===== config.mk =====
export PLATFORM = sky130hd
export DESIGN_NAME = shift_add_sequencer_flat
export DESIGN_NICKNAME = d
export VERILOG_FILES = /design/src/rtl/shift_add_sequencer_pkg.sv /design/src/rtl/shift_add_sequencer_if.sv /design/src/rtl/shift_add_sequencer_seq_bit_counter.sv /design/src/rtl/shift_add_sequencer.sv /design/src/flat_wrapper.sv
export SDC_FILE = /design/constraint.sdc
export NUM_CORES = 1
export LEC_CHECK = 0
export BUFFER_PORTS_ARGS = -buffer_cell sky130_fd_sc_hd__buf_2
export CAP_MARGIN = 0
export CORE_AREA = 3 3 40 42
export DETAILED_ROUTE_END_ITERATION = 8
export DIE_AREA = 0 0 43 45
export GPL_ROUTABILITY_DRIVEN = 1
export PLACE_DENSITY_LB_ADDON = 0.15
export SYNTH_ARGS = -nofsm -noshare
export SYNTH_HDL_FRONTEND = slang
export SYNTH_SLANG_ARGS = --single-unit

===== constraint.sdc =====
create_clock -name clk -period 3.6 [get_ports clk]
set_clock_uncertainty 0.05 [all_clocks]
set_input_delay 0 -clock clk [delete_from_list [all_inputs] [get_ports clk]]
set_output_delay 0 -clock clk [all_outputs]
set_load 0.02 [all_outputs]

===== src/rtl/shift_add_sequencer_pkg.sv =====
// Shared constants and state encoding for the shift-and-add multiplier sequencer.
// Compile before the interface, the counter and the top.
package shift_add_sequencer_pkg;
  localparam int NBits     = 8;
  localparam int SEQ_CNT_W = $clog2(NBits + 1);

  typedef enum logic [2:0] {IDLE, LOAD, ADD, SHIFT, DONE} seq_state_t;
endpackage


===== src/rtl/shift_add_sequencer_if.sv =====
// Request handshake plus datapath control bundle between the sequencer and its users.
// master = requester/datapath side; slave = the sequencer itself.
interface shift_add_sequencer_if #(
  parameter int CNT_W = shift_add_sequencer_pkg::SEQ_CNT_W
);
  logic             req;
  logic             abort;
  logic             multiplier_lsb;
  logic             ready;
  logic             busy;
  logic             load;
  logic             adder_clear;
  logic             add_en;
  logic             shift_en;
  logic             ef;
  logic             done;
  logic [CNT_W-1:0] bit_count;

  modport master (
    output req, abort, multiplier_lsb,
    input  ready, busy, load, adder_clear, add_en, shift_en, ef, done, bit_count
  );

  modport slave (
    input  req, abort, multiplier_lsb,
    output ready, busy, load, adder_clear, add_en, shift_en, ef, done, bit_count
  );
endinterface


===== src/rtl/shift_add_sequencer_seq_bit_counter.sv =====
// Iteration counter: synchronous clear, increment saturating at NBITS, terminal flag at NBITS-1.
// Count updates one cycle after clear/inc; there is no backpressure.
module seq_bit_counter
  import shift_add_sequencer_pkg::*;
#(
  parameter int NBITS = NBits,
  parameter int CNT_W = $clog2(NBITS + 1)
) (
  input  logic             clk,
  input  logic             rst,
  input  logic             clear,
  input  logic             inc,
  output logic [CNT_W-1:0] count,
  output logic             terminal
);
  localparam logic [CNT_W-1:0] CntMax  = CNT_W'(NBITS);
  localparam logic [CNT_W-1:0] CntLast = CNT_W'(NBITS - 1);

  always_ff @(posedge clk or negedge rst) begin
    if (!rst) begin
      count <= '0;
    end else if (clear) begin
      count <= '0;
    end else if (inc && (count != CntMax)) begin
      count <= count + CNT_W'(1);
    end
  end

  assign terminal = (count == CntLast);
endmodule


===== src/rtl/shift_add_sequencer.sv =====
// Shift-and-add multiplier control FSM: LOAD, NBITS x (ADD, SHIFT), DONE; done 2*NBITS+2 cycles after req.
// Requests are accepted only while ready (IDLE); req during an operation is dropped, not queued.
module shift_add_sequencer
  import shift_add_sequencer_pkg::*;
#(
  parameter int NBITS = NBits,
  parameter int CNT_W = $clog2(NBITS + 1)
) (
  input logic                  clk,
  input logic                  rst,
  shift_add_sequencer_if.slave bus
);
  seq_state_t       state;
  seq_state_t       state_nxt;
  logic             cnt_clear;
  logic             cnt_inc;
  logic             cnt_last;
  logic [CNT_W-1:0] cnt;

  seq_bit_counter #(
    .NBITS(NBITS),
    .CNT_W(CNT_W)
  ) u_cnt (
    .clk     (clk),
    .rst     (rst),
    .clear   (cnt_clear),
    .inc     (cnt_inc),
    .count   (cnt),
    .terminal(cnt_last)
  );

  always_ff @(posedge clk or negedge rst) begin
    if (!rst) begin
      state <= IDLE;
    end else begin
      state <= state_nxt;
    end
  end

  // ef defaults high so IDLE, DONE and any illegal encoding keep the accumulator frozen.
  always_comb begin
    state_nxt       = IDLE;
    cnt_clear       = 1'b0;
    cnt_inc         = 1'b0;
    bus.ready       = 1'b0;
    bus.busy        = 1'b0;
    bus.load        = 1'b0;
    bus.adder_clear = 1'b0;
    bus.add_en      = 1'b0;
    bus.shift_en    = 1'b0;
    bus.ef          = 1'b1;
    bus.done        = 1'b0;
    case (state)
      IDLE: begin
        bus.ready = 1'b1;
        if (bus.req) begin
          state_nxt = LOAD;
          cnt_clear = 1'b1;
        end
      end
      LOAD: begin
        bus.busy        = 1'b1;
        bus.load        = 1'b1;
        bus.adder_clear = 1'b1;
        bus.ef          = 1'b0;
        state_nxt       = bus.abort ? IDLE : ADD;
      end
      ADD: begin
        bus.busy   = 1'b1;
        bus.add_en = bus.multiplier_lsb;
        bus.ef     = 1'b0;
        state_nxt  = bus.abort ? IDLE : SHIFT;
      end
      SHIFT: begin
        bus.busy     = 1'b1;
        bus.shift_en = 1'b1;
        bus.ef       = 1'b0;
        cnt_inc      = 1'b1;
        if (bus.abort) begin
          state_nxt = IDLE;
        end else if (cnt_last) begin
          state_nxt = DONE;
        end else begin
          state_nxt = ADD;
        end
      end
      DONE: begin
        bus.done  = 1'b1;
        state_nxt = IDLE;
      end
      default: state_nxt = IDLE;
    endcase
  end

  assign bus.bit_count = cnt;
endmodule

===== src/flat_wrapper.sv =====
// flat-port wrapper written by rule: the top's interface ports become plain ports
module shift_add_sequencer_flat import shift_add_sequencer_pkg::*;
#(
  parameter int NBITS = NBits,
  parameter int CNT_W = $clog2(NBITS + 1)
)
  (clk, rst, bus_req, bus_abort, bus_multiplier_lsb, bus_ready, bus_busy, bus_load, bus_adder_clear, bus_add_en, bus_shift_en, bus_ef, bus_done, bus_bit_count);
  shift_add_sequencer_if #(.CNT_W(CNT_W)) bus_i ();
  input logic clk;
  input logic rst;
  input wire logic [$bits(bus_i.req)-1:0] bus_req;
  input wire logic [$bits(bus_i.abort)-1:0] bus_abort;
  input wire logic [$bits(bus_i.multiplier_lsb)-1:0] bus_multiplier_lsb;
  output wire logic [$bits(bus_i.ready)-1:0] bus_ready;
  output wire logic [$bits(bus_i.busy)-1:0] bus_busy;
  output wire logic [$bits(bus_i.load)-1:0] bus_load;
  output wire logic [$bits(bus_i.adder_clear)-1:0] bus_adder_clear;
  output wire logic [$bits(bus_i.add_en)-1:0] bus_add_en;
  output wire logic [$bits(bus_i.shift_en)-1:0] bus_shift_en;
  output wire logic [$bits(bus_i.ef)-1:0] bus_ef;
  output wire logic [$bits(bus_i.done)-1:0] bus_done;
  output wire logic [$bits(bus_i.bit_count)-1:0] bus_bit_count;
  assign bus_i.req = bus_req;
  assign bus_i.abort = bus_abort;
  assign bus_i.multiplier_lsb = bus_multiplier_lsb;
  assign bus_ready = bus_i.ready;
  assign bus_busy = bus_i.busy;
  assign bus_load = bus_i.load;
  assign bus_adder_clear = bus_i.adder_clear;
  assign bus_add_en = bus_i.add_en;
  assign bus_shift_en = bus_i.shift_en;
  assign bus_ef = bus_i.ef;
  assign bus_done = bus_i.done;
  assign bus_bit_count = bus_i.bit_count;
  shift_add_sequencer #(.NBITS(NBITS), .CNT_W(CNT_W)) u_core (.clk(clk), .rst(rst), .bus(bus_i));
endmodule

==> metrics.md <==
| Metric | Value |
|---|---|
| F_max | 688 MHz |
| Port Buffer Count | 16 |
| Worst Min Path Start | bus_req |
| Fillers | 139 |
| Status | finished, final reports clean |
| Unrepaired setup endpoints after global routing | no |
| Reg-to-reg slack, setup | 2.15 ns |
| Pleak | 0.300 nW |
| Synth Cell Area | 414 sq um |
| ANT nets after route | 0 |
| Clock sink count | 7 |
| Routed via count | 381 |
| Worst Hold End | u_core.state[0] |
| Fraction of registers with async set/reset | 1.00 |
| Req. time, crit path | 3.68 ns |
| Peak supply drop | 0.242 mV |
| Worst R2R Start | u_core.state[1] |
| H-tree Lvls | 1 |
| Detailed Route Iter0 Violations | 1 |
| Number of diodes | 0 |
| Hold depth | 3 |
| Top-area cell type share of the netlist area | 0.423 |
| Clk Latency, worst-skew pair | between 0.2 and 0.25 ns |
| Yosys cell types | 21 |
| Nets | 72 |
| Critical path endpoint category | register |
| Drt drc | 0 |
| Total routing usage reported by global routing | 0.120 |
| Detailed Place HPWL | 704 microns |
| Mapped Nets | 51 |
| Hold slack | 0.0209 ns |
| MaxCap Viol Count | 0 |
| Post-synth EDFFs | 0 |
| Final instance area | roughly 540 sq um |
| Root buffer cell | clkbuf_4 |
| Avg Vias per Cell | between 4 and 5 |
| Total CTS buffers | 3 |
| Reg2Reg Depth | 2 |
| Setup violators final | 0 |
| Die Footprint | ~1900 sq um |
| Worst-path fanout max | 8 |
| Worst-path cell chain | or4b_4 -> a31o_1 |
| Final core utilization | 0.421 |
| Top cells by area, synth | dfrtp_1, mux2i_1, ha_1 |
| Pwr/cell area | 462 nW/um^2 |
| Relative slew slack | 0.820 |
| Postcts setup bufs | 0 |
| Final Hold Fails | 0 |
| Tcrit/Tclk final | 0.404 |
| WL/cell | between 10 and 15 microns |
| Antenna violations before repair | 0 |
| Worst setup SP type | register |
| Setup TNS | 0 ns |
| Crit path kind | reg2reg |
| Fraction of layout cells with a size suffix above 1 | 0.313 |
| Total global routing overflow | 0 |
| Largest area contributor in the netlist | dfrtp_1 |
| Number of global-route vias before repair | roughly 400 |
| CTS Hold Buffers Added | 2 |
| Syn Area/Cell | 9.41 sq um |
| Fin crit period | 1.45 ns |
| First-pass GRT wire length | 1720 microns |
| Sequential-to-total area share from yosys stat | 0.423 |
| CP max-delay cell | or4b_4 |
| Layout Area Growth over Synthesis | 30.5% |
| Placer congestion estimate | 0.714 |
| Prevailing post-synth register cell | dfrtp_1 |
| Most common cell after layout, fill and taps aside | buf_2 |
| Post-synthesis register bit count | 7 |
| Die X | 43 microns |
| Post-DP Area | 494 sq um |
| Hold crit path type | in2reg |
| CTS tree | yes |
| Die height | about 45 microns |
| Worst-Margin Slew | 0.270 ns |
| Largest net degree at the start of global routing | 9 |
| Post-Syn Instances | 44 |
| Max stage delay on crit path | 0.59 ns |
| Most frequent cells in the layout | buf_2, dfrtp_1, inv_1, nand2_1 |
| Final Non-Filler Cells | 79 |
| Clock transition at path regs | 0.05 ns |
| First-pass DRT Iterations | 2 |
| Max Root-Sink Buffers | 2 |
| Num ports | 17 |
| Post-CTS sizing | 0 |
| Worst R2R End | u_core.u_cnt.count[1] |
| Crit path DAT | 1.54 ns |
| Number of cell rows | 13 |
| Max Slew Vio Count | 0 |
| Warnings, synthesis | 0 |
| Final wirelength | 911 microns |
| Starting Density | 0.322 |
| Core region area | 1280 sq um |
| Placed Instances | 73 |
==> sequential cells by signal, summed over array words and instances, names as in the netlist <==
name,cells
u_core.state,3
u_core.u_cnt.count,4
==> cell usage after synthesis (2+ instances only) <==
cell and instances:
ha_1 2, nand3b_1 2, nand3_1 2, nor3_1 3, nor2_1 3, inv_1 5
mux2i_1 3, nand2_1 5, dfrtp_1 7
==> critical path: cells and delay by family (launching register included) <==
family	cells	cell delay (ns)
simple gates	1	0.59
flops	1	0.47
compound gates	1	0.23
==> cell type report <==
class / instances / area [sq um] / area share
flip-flops and latches: 7 / 175 / 0.324
inverters: 5 / 18.8 / 0.0347
well taps: 15 / 18.8 / 0.0347
clock buffers: 4 / 26.3 / 0.0486
multi-input cells: 30 / 201 / 0.373
repair buffers: 18 / 100 / 0.185
==> stage by stage <==
stage | power [W] | setup WS [ns]
2_1_floorplan | 0.000157 | 2.18
3_3_place_gp | 0.000179 | 2.20
3_5_place_dp | 0.000181 | 2.15
4_1_cts | 0.000255 | 2.14
5_1_grt | 0.000271 | 2.08
6_report | 0.000250 | 2.15
==> metal layers <==
layer | track usage | up-vias | part of all wire
li1 | - | 194 | -
met1 | 0.150 | 171 | 0.47
met2 | 0.183 | 14 | 0.43
met3 | 0.0239 | 2 | 0.089
met4 | 0.0904 | 0 | 0.013
met5 | 0 | - | 0
==> cells by family after synthesis <==
| logic type | share of synthesized area |
|---|---|
| AOI/OAI and AO/OA | 0.0725 |
| and+or+nand+nor | 0.281 |
| muxes | 0.0725 |
| buffers and inverters | 0.0906 |
| DFF | 0.423 |
| adders and majority gates | 0.0604 |
==> worst max path at each step <==
stage,start,slack [ns],to,depth (start not counted)
final,u_core.state[1],2.15,u_core.u_cnt.count[1],2
after global routing,u_core.state[1],2.08,u_core.u_cnt.count[1],2
after CTS,u_core.state[1],2.14,u_core.u_cnt.count[1],2
after detailed placement,u_core.state[1],2.15,u_core.u_cnt.count[1],2
after global placement,u_core.state[1],2.20,u_core.u_cnt.count[1],2
after floorplan,u_core.state[1],2.18,u_core.state[1],5
==> power breakdown <==
part           internal, W  switching (W)  total [W]
Clock            0.0000422      0.0000281  0.0000703
Sequential       0.0000879      0.0000156   0.000103
Combinational    0.0000301      0.0000460  0.0000760
Power figures use the tool's default switching activity.
